<file path="config.mk">
export PLATFORM = sky130hd
export DESIGN_NAME = zero_cross_rate_meter
export DESIGN_NICKNAME = d
export VERILOG_FILES = /design/src/rtl/zero_cross_rate_meter_pkg.sv /design/src/rtl/zero_cross_rate_meter_detector.sv /design/src/rtl/zero_cross_rate_meter.sv
export SDC_FILE = /design/constraint.sdc
export NUM_CORES = 1
export LEC_CHECK = 0
export ABC_AREA = 1
export CORE_MARGIN = 1.5
export CORE_UTILIZATION = 36
export DETAILED_ROUTE_END_ITERATION = 7
export DONT_BUFFER_PORTS = 1
export GPL_TIMING_DRIVEN = 0
export PLACE_DENSITY = 0.55
export SLEW_MARGIN = 15
export SYNTH_ARGS = -nofsm -noshare
export SYNTH_HDL_FRONTEND = slang
export SYNTH_SLANG_ARGS = --single-unit
</file>
<file path="constraint.sdc">
create_clock -name clk -period 2.4 [get_ports clk]
set_clock_uncertainty 0.15 [all_clocks]
set_input_delay 0.24 -clock clk [delete_from_list [all_inputs] [get_ports clk]]
set_output_delay 0.24 -clock clk [all_outputs]
set_load 0.03 [all_outputs]
</file>
<file path="src/rtl/zero_cross_rate_meter_pkg.sv">
//------------------------------------------------------------------------------
// audio_meter_pkg : shared types and parameter helpers for the audio meters.
// Revision: 1.0
//------------------------------------------------------------------------------
`default_nettype none

package audio_meter_pkg;

   typedef enum logic [1:0] {
      ST_UNKNOWN = 2'd0,
      ST_POS     = 2'd1,
      ST_NEG     = 2'd2
   } zc_state_t;

   // Left shift that turns a per-window count into Q.NUM_DECIMAL crossings per unit.
   function automatic int calc_shift(input int num_decimal, input int unit_log2,
                                     input int win_log2);
      return num_decimal + unit_log2 - win_log2;
   endfunction

   function automatic longint sat_limit(input int cpc_bits);
      return (longint'(1) << cpc_bits) - longint'(1);
   endfunction

endpackage

`default_nettype wire

</file>
<file path="src/rtl/zero_cross_rate_meter_detector.sv">
//------------------------------------------------------------------------------
// zero_cross_detector : hysteresis sign tracker, pulses on a POS<->NEG change.
// Revision: 1.0
//------------------------------------------------------------------------------
`default_nettype none

module zero_cross_detector
   import audio_meter_pkg::*;
#(
   parameter int VOL_BITS = 24,
   parameter int HYST     = 256
) (
   input  logic                       clk,
   input  logic                       rst_n,
   input  logic                       sample_valid,
   input  logic signed [VOL_BITS-1:0] sample,
   input  logic                       clear,
   output logic                       crossing
);

   localparam logic signed [VOL_BITS-1:0] HYST_P = VOL_BITS'(HYST);
   localparam logic signed [VOL_BITS-1:0] HYST_N = -HYST_P;

   zc_state_t state_q;
   zc_state_t state_d;

   always_ff @(posedge clk or negedge rst_n) begin
      if (!rst_n) begin
         state_q <= ST_UNKNOWN;
      end else begin
         state_q <= state_d;
      end
   end

   // Samples inside the closed band [-HYST, HYST] never move the state.
   always_comb begin
      state_d  = state_q;
      crossing = 1'b0;
      if (clear) begin
         state_d = ST_UNKNOWN;
      end else if (sample_valid) begin
         if (sample > HYST_P) begin
            state_d  = ST_POS;
            crossing = (state_q == ST_NEG);
         end else if (sample < HYST_N) begin
            state_d  = ST_NEG;
            crossing = (state_q == ST_POS);
         end
      end
   end

endmodule

`default_nettype wire

</file>
<file path="src/rtl/zero_cross_rate_meter.sv">
//------------------------------------------------------------------------------
// zero_cross_rate_meter : windowed zero-crossing rate, published as fixed-point cpc.
// Revision: 1.0
//------------------------------------------------------------------------------
`default_nettype none

module zero_cross_rate_meter
   import audio_meter_pkg::*;
#(
   parameter int VOL_BITS    = 24,
   parameter int CPC_BITS    = 15,
   parameter int NUM_DECIMAL = 8,
   parameter int WIN_LOG2    = 10,
   parameter int UNIT_LOG2   = 6,
   parameter int HYST        = 256
) (
   input  logic                       clk,
   input  logic                       rst_n,
   input  logic                       sample_valid,
   input  logic signed [VOL_BITS-1:0] sample,
   input  logic                       clear,
   output logic                       cpc_en,
   output logic [CPC_BITS-1:0]        cpc
);

   localparam int SHIFT      = calc_shift(NUM_DECIMAL, UNIT_LOG2, WIN_LOG2);
   localparam int SHIFT_SAFE = (SHIFT < 0) ? 0 : SHIFT;
   localparam int SCALED_W   = WIN_LOG2 + 1 + SHIFT_SAFE;
   localparam logic [CPC_BITS-1:0] SAT_LIMIT = CPC_BITS'(sat_limit(CPC_BITS));

   if (SHIFT < 0) begin : g_shift_check
      $fatal(1, "zero_cross_rate_meter: NUM_DECIMAL+UNIT_LOG2 must be >= WIN_LOG2");
   end

   logic                crossing;
   logic [WIN_LOG2-1:0] win_cnt;
   logic [WIN_LOG2:0]   xcnt;
   logic [WIN_LOG2:0]   xcnt_final;
   logic [SCALED_W-1:0] scaled;
   logic [CPC_BITS-1:0] cpc_next;
   logic                win_end;

   zero_cross_detector #(
      .VOL_BITS (VOL_BITS),
      .HYST     (HYST)
   ) u_detector (
      .clk          (clk),
      .rst_n        (rst_n),
      .sample_valid (sample_valid),
      .sample       (sample),
      .clear        (clear),
      .crossing     (crossing)
   );

   // A crossing on the window-end sample still belongs to this window.
   assign xcnt_final = xcnt + {{WIN_LOG2{1'b0}}, crossing};
   assign win_end    = (win_cnt == {WIN_LOG2{1'b1}});
   assign scaled     = SCALED_W'(xcnt_final) << SHIFT_SAFE;

   if (SCALED_W > CPC_BITS) begin : g_sat
      assign cpc_next = (|scaled[SCALED_W-1:CPC_BITS]) ? SAT_LIMIT : scaled[CPC_BITS-1:0];
   end else begin : g_nosat
      assign cpc_next = CPC_BITS'(scaled);
   end

   always_ff @(posedge clk or negedge rst_n) begin
      if (!rst_n) begin
         win_cnt <= '0;
         xcnt    <= '0;
         cpc     <= '0;
         cpc_en  <= 1'b0;
      end else begin
         cpc_en <= 1'b0;
         if (clear) begin
            win_cnt <= '0;
            xcnt    <= '0;
         end else if (sample_valid) begin
            win_cnt <= win_cnt + 1'b1;
            if (win_end) begin
               xcnt   <= '0;
               cpc    <= cpc_next;
               cpc_en <= 1'b1;
            end else begin
               xcnt <= xcnt_final;
            end
         end
      end
   end

endmodule

`default_nettype wire

</file>
* Word-level counts from Yosys, hierarchy flattened *
Cells that the tools add are included.
Widths: inputs -> output; s select.

storage, ports and cells
  RAM bits = 0
  bits in read-only memories = 0
  latch bits = 0
  output and inout bits = 16
  flip-flop bits (word level) = 35
  logic and storage cells = 33
  memories kept = 0
  input bits = 28

operators by class
  equal/unequal tests = 3
  reductions and logical operators = 4
  order comparisons = 2
  $mul = 0
  div/mod/pow operators = 0
  muxes and demuxes = 16
  add/subtract/negate cells = 2
  shift operators = 0
  bitwise operators = 1

operators with widths
  cell                   count
  $mux 11                3
  $gt 24x10->1 const B   1
  $lt 24x9->1 const B    1
  $mux 10                2
  $add 11x1->11          1
  $add 10x1->10 const B  1
  $eq 10x10->1 const B   1
  $mux 2                 4
  $mux 1                 7
  $reduce_and 3->1       1
  $reduce_bool 3->1      1
  $eq 2x1->1 const B     1
  $eq 2x2->1 const B     1
  $reduce_and 2->1       1
  $reduce_bool 2->1      1
  $not 1->1              1

* Logic depth before layout (Yosys ltp) *
Gate-level depths: netlist of the first run.

  depth after elaboration = 9
  depth in mapped cells = 16
  mapped depth without buffers = 16

* By module *
From an unflattened synthesis of the first run, not the netlist that was laid out.

unflattened totals
  cells, all modules = 293
  area total of the unflattened synthesis = 2015.7 µm²

modules (own cells, without submodules)
  module                 instances  cells each  area each (µm²)
  zero_cross_rate_meter  1          228         1717.9
  zero_cross_detector    1          65          297.8

* Worst setup path before layout of the first run *
OpenSTA, ideal clock, no wires.

  kind = input to register
  start point = in clear
  end point = reg xcnt[8]
  library setup time = 0.121 ns
  setup slack = 0.197 ns
  required time = 2.129 ns
  stages on the path = 12
  data arrival time = 1.932 ns
  cell sequence = buf_2 -> nor2_1 -> inv_2 -> a21oi_1 -> ha_1 -> ha_1 -> nand3_1 -> nor3_2 -> nand3_1 -> xor2_1 -> nand2_1 -> o21ai_1

between the ends
  word-level cells in the longest chain between the ends = 5
  elaborated cells between the ends (all ways) = 6

RTL lines
  item                  line                                  text
  from (decl)           zero_cross_rate_meter.sv:21           input logic clear,
  $mux 1                zero_cross_rate_meter_detector.sv:39  if (clear) begin
  $add 11x1->11         zero_cross_rate_meter.sv:56           assign xcnt_final = xcnt + {{WIN_LOG2{1'b0}}, crossing};
  $mux 11               zero_cross_rate_meter.sv:79           if (win_end) begin
  $mux 11               zero_cross_rate_meter.sv:77           end else if (sample_valid) begin
  $mux 11               zero_cross_rate_meter.sv:74           if (clear) begin
  to (signal assigned)  zero_cross_rate_meter.sv:84           xcnt <= xcnt_final;
  to (decl)             zero_cross_rate_meter.sv:37           logic [WIN_LOG2:0] xcnt;

Several ways; a longest one is shown, not always the timed one. The select of a mux whose other input is x is not followed.
A chain may end at the register's enable or synchronous reset.

* Final worst setup path of the first run *
  start point = reg u_detector.state_q[0]
  end point = reg xcnt[8]

between the ends
  word-level cells in the longest chain between the ends = 9
  elaborated cells between the ends (all ways) = 10

RTL lines
  item                    line                                  text
  from (decl)             zero_cross_rate_meter_detector.sv:24  zc_state_t state_q;
  from (signal assigned)  zero_cross_rate_meter_detector.sv:31  state_q <= state_d;
  $eq 2x1->1              zero_cross_rate_meter_detector.sv:47  crossing = (state_q == ST_POS);
  $mux 1                  zero_cross_rate_meter_detector.sv:45  end else if (sample < HYST_N) begin
  $mux 1 *                zero_cross_rate_meter_detector.sv:42  if (sample > HYST_P) begin
  $mux 1 *                zero_cross_rate_meter_detector.sv:41  end else if (sample_valid) begin
  $mux 1 *                zero_cross_rate_meter_detector.sv:39
  $add 11x1->11 *         zero_cross_rate_meter.sv:56
  $mux 11 *               zero_cross_rate_meter.sv:79
  $mux 11 *               zero_cross_rate_meter.sv:77
  $mux 11 *               zero_cross_rate_meter.sv:74

Every way passes the cells marked *; elsewhere a longest branch is shown, timed or not. The select of a mux whose other input is x is not followed.

==> out/results.ini, run 1 <==
[global_route]
use_met1_pct = 18.4
grtUsageMet2_pct = 21.3
grt_pass1_wl_um = 5970
busiest_layer = met2
track_usage_pct = 14.0
first_global_vias = 1340
grt_util_met3_pct = 4.50
gr-total-overflow = 0
antenna_found_initial = 0
grt_start_max_net_pins = 36

[timing]
hold_viol_final = 0
holdWs_ns = 0.0199
final-max-slew-violation-count = 0
timing.final.ws_setup_ns = 0.202
setup-violations-final = 0
rsz0062_at_grt = no
fin_crit_sh_pct = 91.6
period_minus_slack_ns = 2.20
timing.fmax_mhz = 455

[cells_and_area]
fillers = 564
seq_area_um2 = 876
multiInputGateArea_um2 = 870
fin_cells = 326
area_delta_synth_final_pct = 14.0
final_core_util_pct = 42.4
final_common_cell = nand2_1
nets = 286
layout_common_cells = 64 x nand2_1, 35 x dfrtp_1, 32 x inv_1
final_layout_size_suffix_gt1_share_pct = 12.5
diodes = 0

[setup_path]
startpoint_type = flip-flop
critical_path_required_ns = 2.47
critPathKind = flip-flop to flip-flop
crit_arrival_ns = 2.26
path_max_fanout = 4
cp-end-kind = flip-flop

[floorplan]
start_util_pct = 37.2
fp.dieW_um = 75.6
rows = 26
die_h_um = 75.6
die-area_um2 = 5720
core_um2 = 5110
ios = 44

[yosys]
ys_seq_elements = 35
synth_cell_type_count = 29
syn_avg_cell_area_um2 = 7.88
ys.warnings.count = 0
netlist.area_leader.share_pct = 46.1
ys_top_cells_by_area = dfrtp_1 46%, nand2_1 13%, inv_1 6.3%, nor2_1 5.3%, nand3_1 4.0%
syn_inst = 241
syn_area_um2 = 1900
seq_area_frac_synth_pct = 46.1
yosysTopAreaCell = dfrtp_1

[min_path]
hold_path.class = input pin to flip-flop

[outcome]
status = complete, no violations

[power_and_ir_drop]
clkPwrFrac_pct = 39.1
power_switching_uw = 305
power_frac_seq_pct = 52.5
p_int_uw = 910
power_frac_comb_pct = 8.4
sw_frac_of_total_pct = 25.1
cellPowerDensity_nw_per_um2 = 561
vdd_ir_drop_max_mv = 0.186
power_leakage_nw = 1.07

[place]
dpl.hpwl_um = 2640
gp_congestion = 0.807
place_inst = 314
place_ws_ns = -0.220
portBuffers = 0

[route]
wire_per_inst_um = 11.1
ant_nets = 0
drt_iter0_markers = 108
wirelength_um = 3620
dr.pass1.iters = 4
routed_via_density = 4.56
route.detailed.drc = 0
vias = 1485

[clocking]
cts_buffers = 5
cts_root_buf = clkbuf_8
worstSkewPairLatency_ns = 0.29
cts_tree = yes
cts.clk_slew.worst_paths_ns = 0.07
clk_path_buf_depth = 2
cts.sink_count = 35
cts_max_level = 2

[run]
cap_viol_max_count = 0

registers in the layout, summed over array words and instances, names as in the netlist:
| signal | cells |
|---|---|
| cpc | 11 |
| xcnt | 11 |
| win_cnt | 10 |
| u_detector.state_q | 2 |
| cpc_en | 1 |
worst paths after layout:
path,from,end,slack [ns],depth (start not counted)
min in group asynchronous,rst_n,win_cnt[0]$_DFFE_PN0P_,0.24,2
worst max-delay path,u_detector.state_q[0]$_DFFE_PN0P_,xcnt[8]$_DFFE_PN0P_,0.20,11
worst min register to register,u_detector.state_q[1]$_DFFE_PN0P_,u_detector.state_q[1]$_DFFE_PN0P_,0.33,2
worst max register to register,u_detector.state_q[0]$_DFFE_PN0P_,xcnt[8]$_DFFE_PN0P_,0.20,11
worst min-delay path,sample[23],u_detector.state_q[0]$_DFFE_PN0P_,0.02,3
max in group asynchronous,rst_n,cpc_en$_DFF_PN0_,1.66,2
synthesized netlist by cell type (all sizes together):
library cell	count
a21o	1
a21oi	8
a22o	1
and3	1
buf	6
clkinv	1
conb	1
dfrtp	35
ha	3
inv	35
nand2	65
nand3	15
nand4	2
nor2	28
nor3	13
o21ai	15
o22ai	3
xor2	8
stage by stage:
| step | total power [mW] | TNS (ns) | area (um2) |
|---|---|---|---|
| finish | 1.22 | 0 | 2160 |
| global route | 1.27 | 0 | 2160 |
| CTS | 1.24 | 0 | 2140 |
| detailed placement | 0.734 | -0.862 | 2000 |
| global placement | 0.731 | -0.894 | 2000 |
| floorplan | 0.717 | 0 | 1910 |
cell families (layout without fill, tap and decap cells):
group	Yosys count	in the layout	share of synthesized area, %
AOI/OAI and AO/OA	28	28	8.90
DFF	35	35	46.1
buffers and inverters	42	54	9.69
adders and majority gates	3	3	1.98
and+or+nand+nor	124	124	29.4
other	1	4	0.198
xor gates and xnor gates	8	8	3.69
power groups by stage:
stage | combinational, mW | sequential, mW | clock, mW
floorplan | 0.0708 | 0.646 | 0
global placement | 0.0820 | 0.649 | 0
detailed placement | 0.0841 | 0.650 | 0
CTS | 0.104 | 0.638 | 0.494
global route | 0.120 | 0.640 | 0.509
finish | 0.102 | 0.638 | 0.475
cell type report:
| type | instances | share of cell area, % |
|---|---|---|
| flip-flops and latches | 35 | 40.5 |
| multi-input cells | 167 | 40.2 |
| inverters | 36 | 6.36 |
| clock buffers | 8 | 4.62 |
| well taps | 70 | 4.05 |
| repair buffers | 4 | 2.20 |
| plain buffers | 6 | 2.14 |
routing by layer:
layer	share of wire (%)	vias up	wire (um)
met1	48	666	1730
met3	5.5	6	198
li1	-	778	-
met5	0	-	0
met4	2.0	0	72
met2	45	35	1620
what timing repair did:
action                                 4_1_cts  5_1_grt
setup buffers                                0        1
gates resized for setup                      0        5
hold buffers                                 3        0
endpoints found under the hold margin       36        0
setup endpoints to repair                    0        3
worst max-delay path, stage by stage, from the launching register on:
cell     delay, ns
dfrtp_1       0.39
nor2_1        0.11
nand3_1       0.10
a21oi_2       0.14
ha_2          0.21
ha_1          0.19
nand3_2       0.11
nor3_4        0.25
nand3_1       0.13
xor2_1        0.21
nand2_1       0.07
o21ai_1       0.07
No activity file was read; power rests on OpenSTA's default activity.
==> inputs of run 2 (changes only) <==
REMOVE_ABC_BUFFERS = 1   (was default)
==> out/results.ini, run 2 (synthesis gave the netlist of run 1 again) <==
[setup_path]
path_max_fanout = 3  ; -1
cp_cell_sequence = nor2_1 -> nand3_1 -> a21oi_1 -> ha_2 -> ha_1 -> nand3_2 -> nor3_4 -> buf_4 -> xor2_1 -> nand2_1 -> o21ai_0
startpoint_type = flip-flop
cpPeakStageDelay_ns = 0.39  ; about the same
cp.buffers_inverters = 1  ; +1
crit_family = simple AND/OR/NAND/NOR gates
critical_path_required_ns = 2.46  ; about the same
reg2reg_from = u_detector.state_q[0]$_DFFE_PN0P_
slowest_stage = dfrtp_1
critPathKind = flip-flop to flip-flop
r2r_cells = 11  ; unchanged
r2r_setup_slack_ns = 0.23  ; +0.02 ns
cp-startpoint = u_detector.state_q[0]$_DFFE_PN0P_
reg2reg_to = xcnt[6]$_DFFE_PN0P_
crit_arrival_ns = 2.23  ; -0.03 ns
cp-end-kind = flip-flop

[clocking]
worstSkewPairLatency_ns = 0.29  ; about the same
cts_tree = yes
cts.sink_count = 35  ; unchanged
cts_buffers = 5  ; unchanged
cts.clk_slew.worst_paths_ns = 0.07  ; about the same
clk_path_buf_depth = 2  ; unchanged
cts_root_buf = clkbuf_8
cts_max_level = 2  ; unchanged

[cells_and_area]
fillers = 544  ; -3.5%
diodes = 0  ; unchanged
final_cell_area_um2 = 2120  ; -2.2%
final_layout_size_suffix_gt1_share_pct = 9.96  ; -2.5 points
fin_cells = 321  ; -1.5%
area_delta_synth_final_pct = 11.5
seq_area_um2 = 876  ; unchanged
layout_common_cells = 64 x nand2_1, 35 x dfrtp_1, 32 x inv_1
multiInputGateArea_um2 = 863  ; -0.72%
final_core_util_pct = 41.5  ; -0.93 points
top_regs = cpc: 11 flops, xcnt: 11 flops, win_cnt: 10 flops
nets = 282  ; -1.4%
final_common_cell = nand2_1

[place]
gp_congestion = 0.768  ; -4.9%
portBuffers = 0  ; unchanged
dpl.hpwl_um = 2490  ; -5.6%
place_ws_ns = -0.0400  ; +0.180 ns
dpl_cell_area_um2 = 1950  ; -2.3%
place_inst = 308  ; -1.9%

[min_path]
hold_end = u_detector.state_q[0]$_DFFE_PN0P_
hold_path.class = input pin to flip-flop
hold_depth = 3  ; unchanged
hp-start = sample[23]

[route]
route.detailed.drc = 0  ; unchanged
vias = 1479  ; -0.40%
dr.pass1.iters = 4  ; unchanged
wire_per_inst_um = 11.0  ; -0.41%
ant_nets = 0  ; unchanged
drt_iter0_markers = 85  ; -21%
wirelength_um = 3550  ; -1.9%
routed_via_density = 4.61  ; +1.1%

[global_route]
antenna_found_initial = 0  ; unchanged
first_global_vias = 1349  ; +0.67%
gr-total-overflow = 0  ; unchanged
grt_start_max_net_pins = 36  ; unchanged
track_usage_pct = 14.0  ; +0.030 points
grt_pass1_wl_um = 5920  ; -0.80%

[outcome]
status = complete, no violations

[run]
cap_viol_max_count = 0  ; unchanged

[timing]
timing.final.ws_setup_ns = 0.225  ; +0.0228 ns
final-max-slew-violation-count = 0  ; unchanged
rsz0062_at_grt = no
setup-violations-final = 0  ; unchanged
fin_crit_sh_pct = 90.6  ; -0.95 points
period_minus_slack_ns = 2.17  ; -0.0228 ns
hold_viol_final = 0  ; unchanged
timing.fmax_mhz = 460  ; +1.0%

[power_and_ir_drop]
vdd_ir_drop_max_mv = 0.269  ; +45%
cellPowerDensity_nw_per_um2 = 552  ; -1.7%
power_leakage_nw = 1.04  ; -2.4%

[floorplan]
die_h_um = 75.6  ; unchanged
fp.dieW_um = 75.6  ; unchanged
ios = 44  ; unchanged
rows = 26  ; unchanged
core_um2 = 5110  ; unchanged
start_util_pct = 37.2  ; unchanged
die-area_um2 = 5720  ; unchanged

## run 2: how the worst max path moves through the flow
stage                                      to  slack, ns  cells past startpoint
after floorplan           xcnt[8]$_DFFE_PN0P_       0.30                     15
after global placement    xcnt[8]$_DFFE_PN0P_      -0.06                     12
after detailed placement  xcnt[8]$_DFFE_PN0P_      -0.04                     12
after CTS                 xcnt[8]$_DFFE_PN0P_       0.13                     11
after global routing      xcnt[8]$_DFFE_PN0P_       0.02                     11
final                     xcnt[6]$_DFFE_PN0P_       0.23                     11
## run 2: routing by layer
metal | global-route usage [%] | wire length [um] | vias to the layer above
met5 | 0 | 0 | -
met1 | 18.3 | 1720 | 666
li1 | - | - | 770
met4 | 5.95 | 76 | 0
met2 | 20.9 | 1560 | 36
met3 | 5.29 | 192 | 7
## run 2: power breakdown
group | switching, mW | internal, mW | leakage (nW) | total (mW)
Sequential | 0.0288 | 0.611 | 0.479 | 0.639
Clock | 0.209 | 0.225 | 0.0470 | 0.434
Combinational | 0.0615 | 0.0341 | 0.518 | 0.0956
## run 2: area by class of cell
| cell class | instances | area share (%) |
|---|---|---|
| well taps | 70 | 4.14 |
| repair buffers | 6 | 3.07 |
| flip-flops and latches | 35 | 41.4 |
| multi-input cells | 167 | 40.8 |
| inverters | 36 | 6.50 |
| clock buffers | 6 | 3.90 |
| clock inverters | 1 | 0.236 |
## run 2: worst register-to-register path, delay by kind of cell, from the launching register on
family          cells  cell delay (ns)
simple gates        5             0.60
buf+inv             1             0.15
flops               1             0.39
xor+xnor            1             0.17
fa+ha+maj           2             0.43
compound gates      2             0.21
## run 2: timing repair
| action | in CTS | in global routing |
|---|---|---|
| hold buffers | 4 | 0 |
| setup buffers | 0 | 2 |
| setup endpoints to repair | 0 | 1 |
| resized for setup | 0 | 3 |
| endpoints found under the hold margin | 41 | 0 |
## run 2: per-stage QoR
stage	total power, mW	hold slack (ns)	TNS (ns)
after floorplan	0.710	-0.206	0
after global placement	0.724	-0.204	-0.101
after detailed placement	0.725	-0.205	-0.0609
after CTS	1.19	0.0381	0
after global routing	1.23	0.0364	0
final	1.17	0.0481	0
==> inputs of run 3 (changes only) <==
==> constraint.sdc (replaced) <==
create_clock -name clk -period 2.4 [get_ports clk]
set_clock_uncertainty 0.15 [all_clocks]
set_input_delay 0.72 -clock clk [delete_from_list [all_inputs] [get_ports clk]]
set_output_delay 0.72 -clock clk [all_outputs]
set_load 0.03 [all_outputs]
==> out/results.ini, run 3 (synthesis gave the netlist of run 1 again) <==
[cells_and_area]
area_delta_synth_final_pct = 17.9
layout_common_cells = 60 x nand2_1, 35 x dfrtp_1, 32 x inv_1
fin_cells = 324  ; +0.93%
final_layout_size_suffix_gt1_share_pct = 18.1  ; +8.2 points
final_core_util_pct = 43.8  ; +2.4 points
top_regs = cpc: 11 flops, xcnt: 11 flops, win_cnt: 10 flops
nets = 285  ; +1.1%
diodes = 0  ; unchanged
fillers = 530  ; -2.6%
final_common_cell = nand2_1

[global_route]
grt_start_max_net_pins = 36  ; unchanged
track_usage_pct = 14.0  ; +0.032 points
first_global_vias = 1333  ; -1.2%
antenna_found_initial = 0  ; unchanged
grt_pass1_wl_um = 5900  ; -0.35%
gr-total-overflow = 0  ; unchanged

[timing]
timing.fmax_mhz = 432  ; -6.0%
setup-violations-final = 0  ; unchanged
period_minus_slack_ns = 2.31  ; +0.139 ns
timing.final.ws_setup_ns = 0.0859  ; -0.139 ns
fin_crit_sh_pct = 96.4  ; +5.8 points
hold_viol_final = 0  ; unchanged
rsz0062_at_grt = yes
final-max-slew-violation-count = 0  ; unchanged

[route]
route.detailed.drc = 0  ; unchanged
routed_via_density = 4.61  ; about the same
ant_nets = 0  ; unchanged
drt_iter0_markers = 90  ; +5.9%
vias = 1493  ; +0.95%
dr.pass1.iters = 4  ; unchanged
wirelength_um = 3710  ; +4.5%
wire_per_inst_um = 11.4  ; +3.5%

[clocking]
cts.sink_count = 35  ; unchanged
cts_buffers = 5  ; unchanged
cts_root_buf = clkbuf_8
clk_path_buf_depth = 2  ; unchanged
cts_max_level = 2  ; unchanged
worstSkewPairLatency_ns = 0.29  ; about the same
cts.clk_slew.worst_paths_ns = 0.07  ; about the same
cts_tree = yes

[power_and_ir_drop]
vdd_ir_drop_max_mv = 0.269  ; -0.17%
power_leakage_nw = 1.09  ; +4.8%
total_power_mw = 1.17  ; +0.42%
cellPowerDensity_nw_per_um2 = 525  ; -5.0%

[place]
place_ws_ns = -0.520  ; -0.480 ns
gp_congestion = 0.768  ; unchanged
portBuffers = 0  ; unchanged
place_inst = 308  ; unchanged
dpl.hpwl_um = 2490  ; unchanged

[outcome]
status = complete, no violations

[floorplan]
core_um2 = 5110  ; unchanged
rows = 26  ; unchanged
die_h_um = 75.6  ; unchanged
ios = 44  ; unchanged
die-area_um2 = 5720  ; unchanged
fp.dieW_um = 75.6  ; unchanged
start_util_pct = 37.2  ; unchanged

[setup_path]
cp-end-kind = flip-flop
path_max_fanout = 2  ; -1
critical_path_required_ns = 2.43  ; -0.03 ns
startpoint_type = input pin
crit_arrival_ns = 2.34  ; +0.11 ns
critPathKind = input pin to flip-flop

[min_path]
hold_path.class = input pin to async pin

[run]
cap_viol_max_count = 0  ; unchanged

-- run 3: cell types whose count changed in the layout (fill, tap and decap cells not counted), sizes merged --
cell / previous run / this run
buf: 3 / 9
dlygate4sd3: 3 / 0
-- run 3: power breakdown --
group	internal, mW	leakage (nW)	total (mW)	switching [mW]
Combinational	0.0341	0.568	0.0948	0.0607
Sequential	0.610	0.479	0.639	0.0285
Clock	0.225	0.0470	0.440	0.215
Total	0.870	1.09	1.17	0.304
-- run 3: layout make-up --
| class | instances | area [um2] | share of cell area, % |
|---|---|---|---|
| timing repair buffer | 9 | 83.8 | 3.75 |
| multi-input combinational | 167 | 965 | 43.1 |
| sequential | 35 | 876 | 39.1 |
| inverter | 36 | 138 | 6.15 |
| clock buffer | 6 | 82.6 | 3.69 |
| clock inverter | 1 | 5.00 | 0.224 |
| tap | 70 | 87.6 | 3.91 |
-- run 3: critical path, stage by stage --
cell	delay, ns
nand2_1	0.05
nor2_1	0.04
nand2_1	0.06
nor2_1	0.04
nor2_1	0.13
nand3_1	0.11
a21oi_2	0.13
ha_2	0.22
buf_6	0.12
nand3_4	0.08
nor3_4	0.21
nand3_2	0.12
xor2_2	0.19
nand2_1	0.05
o21ai_1	0.06
-- run 3: path summary, 6_finish.rpt --
path / slack [ns] / start / depth (start not counted) / to
max in group asynchronous: 1.81 / rst_n / 1 / win_cnt[3]$_DFFE_PN0P_
max: 0.09 / sample[10] / 15 / xcnt[7]$_DFFE_PN0P_
min in group clk: 0.33 / u_detector.state_q[1]$_DFFE_PN0P_ / 2 / u_detector.state_q[1]$_DFFE_PN0P_
min reg2reg: 0.33 / u_detector.state_q[1]$_DFFE_PN0P_ / 2 / u_detector.state_q[1]$_DFFE_PN0P_
min: 0.10 / rst_n / 1 / xcnt[6]$_DFFE_PN0P_
max reg2reg: 0.29 / u_detector.state_q[0]$_DFFE_PN0P_ / 11 / xcnt[7]$_DFFE_PN0P_
-- run 3: repair_timing --
action | in CTS | in global routing
pin swaps | 4 | 18
setup endpoints to repair | 7 | 9
hold endpoints to repair | 35 | 0
hold buffers | 1 | 0
gates cloned | 0 | 0
buffers inserted | 3 | 5
resized for setup | 9 | 17
-- run 3: layer usage --
| metal | routed length, um | track usage, % |
|---|---|---|
| met1 | 1790 | 18.3 |
| met2 | 1620 | 21.0 |
| met3 | 222 | 5.29 |
| met4 | 76 | 5.95 |
| met5 | 0 | 0 |
-- run 3: metrics by stage --
stage	TNS (ns)	hold slack, ns	cell area [um2]
global route	-0.276	0.108	2240
global placement	-4.18	0.276	1950
floorplan	-0.584	0.274	1860
CTS	0	0.105	2130
finish	0	0.105	2240
detailed placement	-3.95	0.275	1950
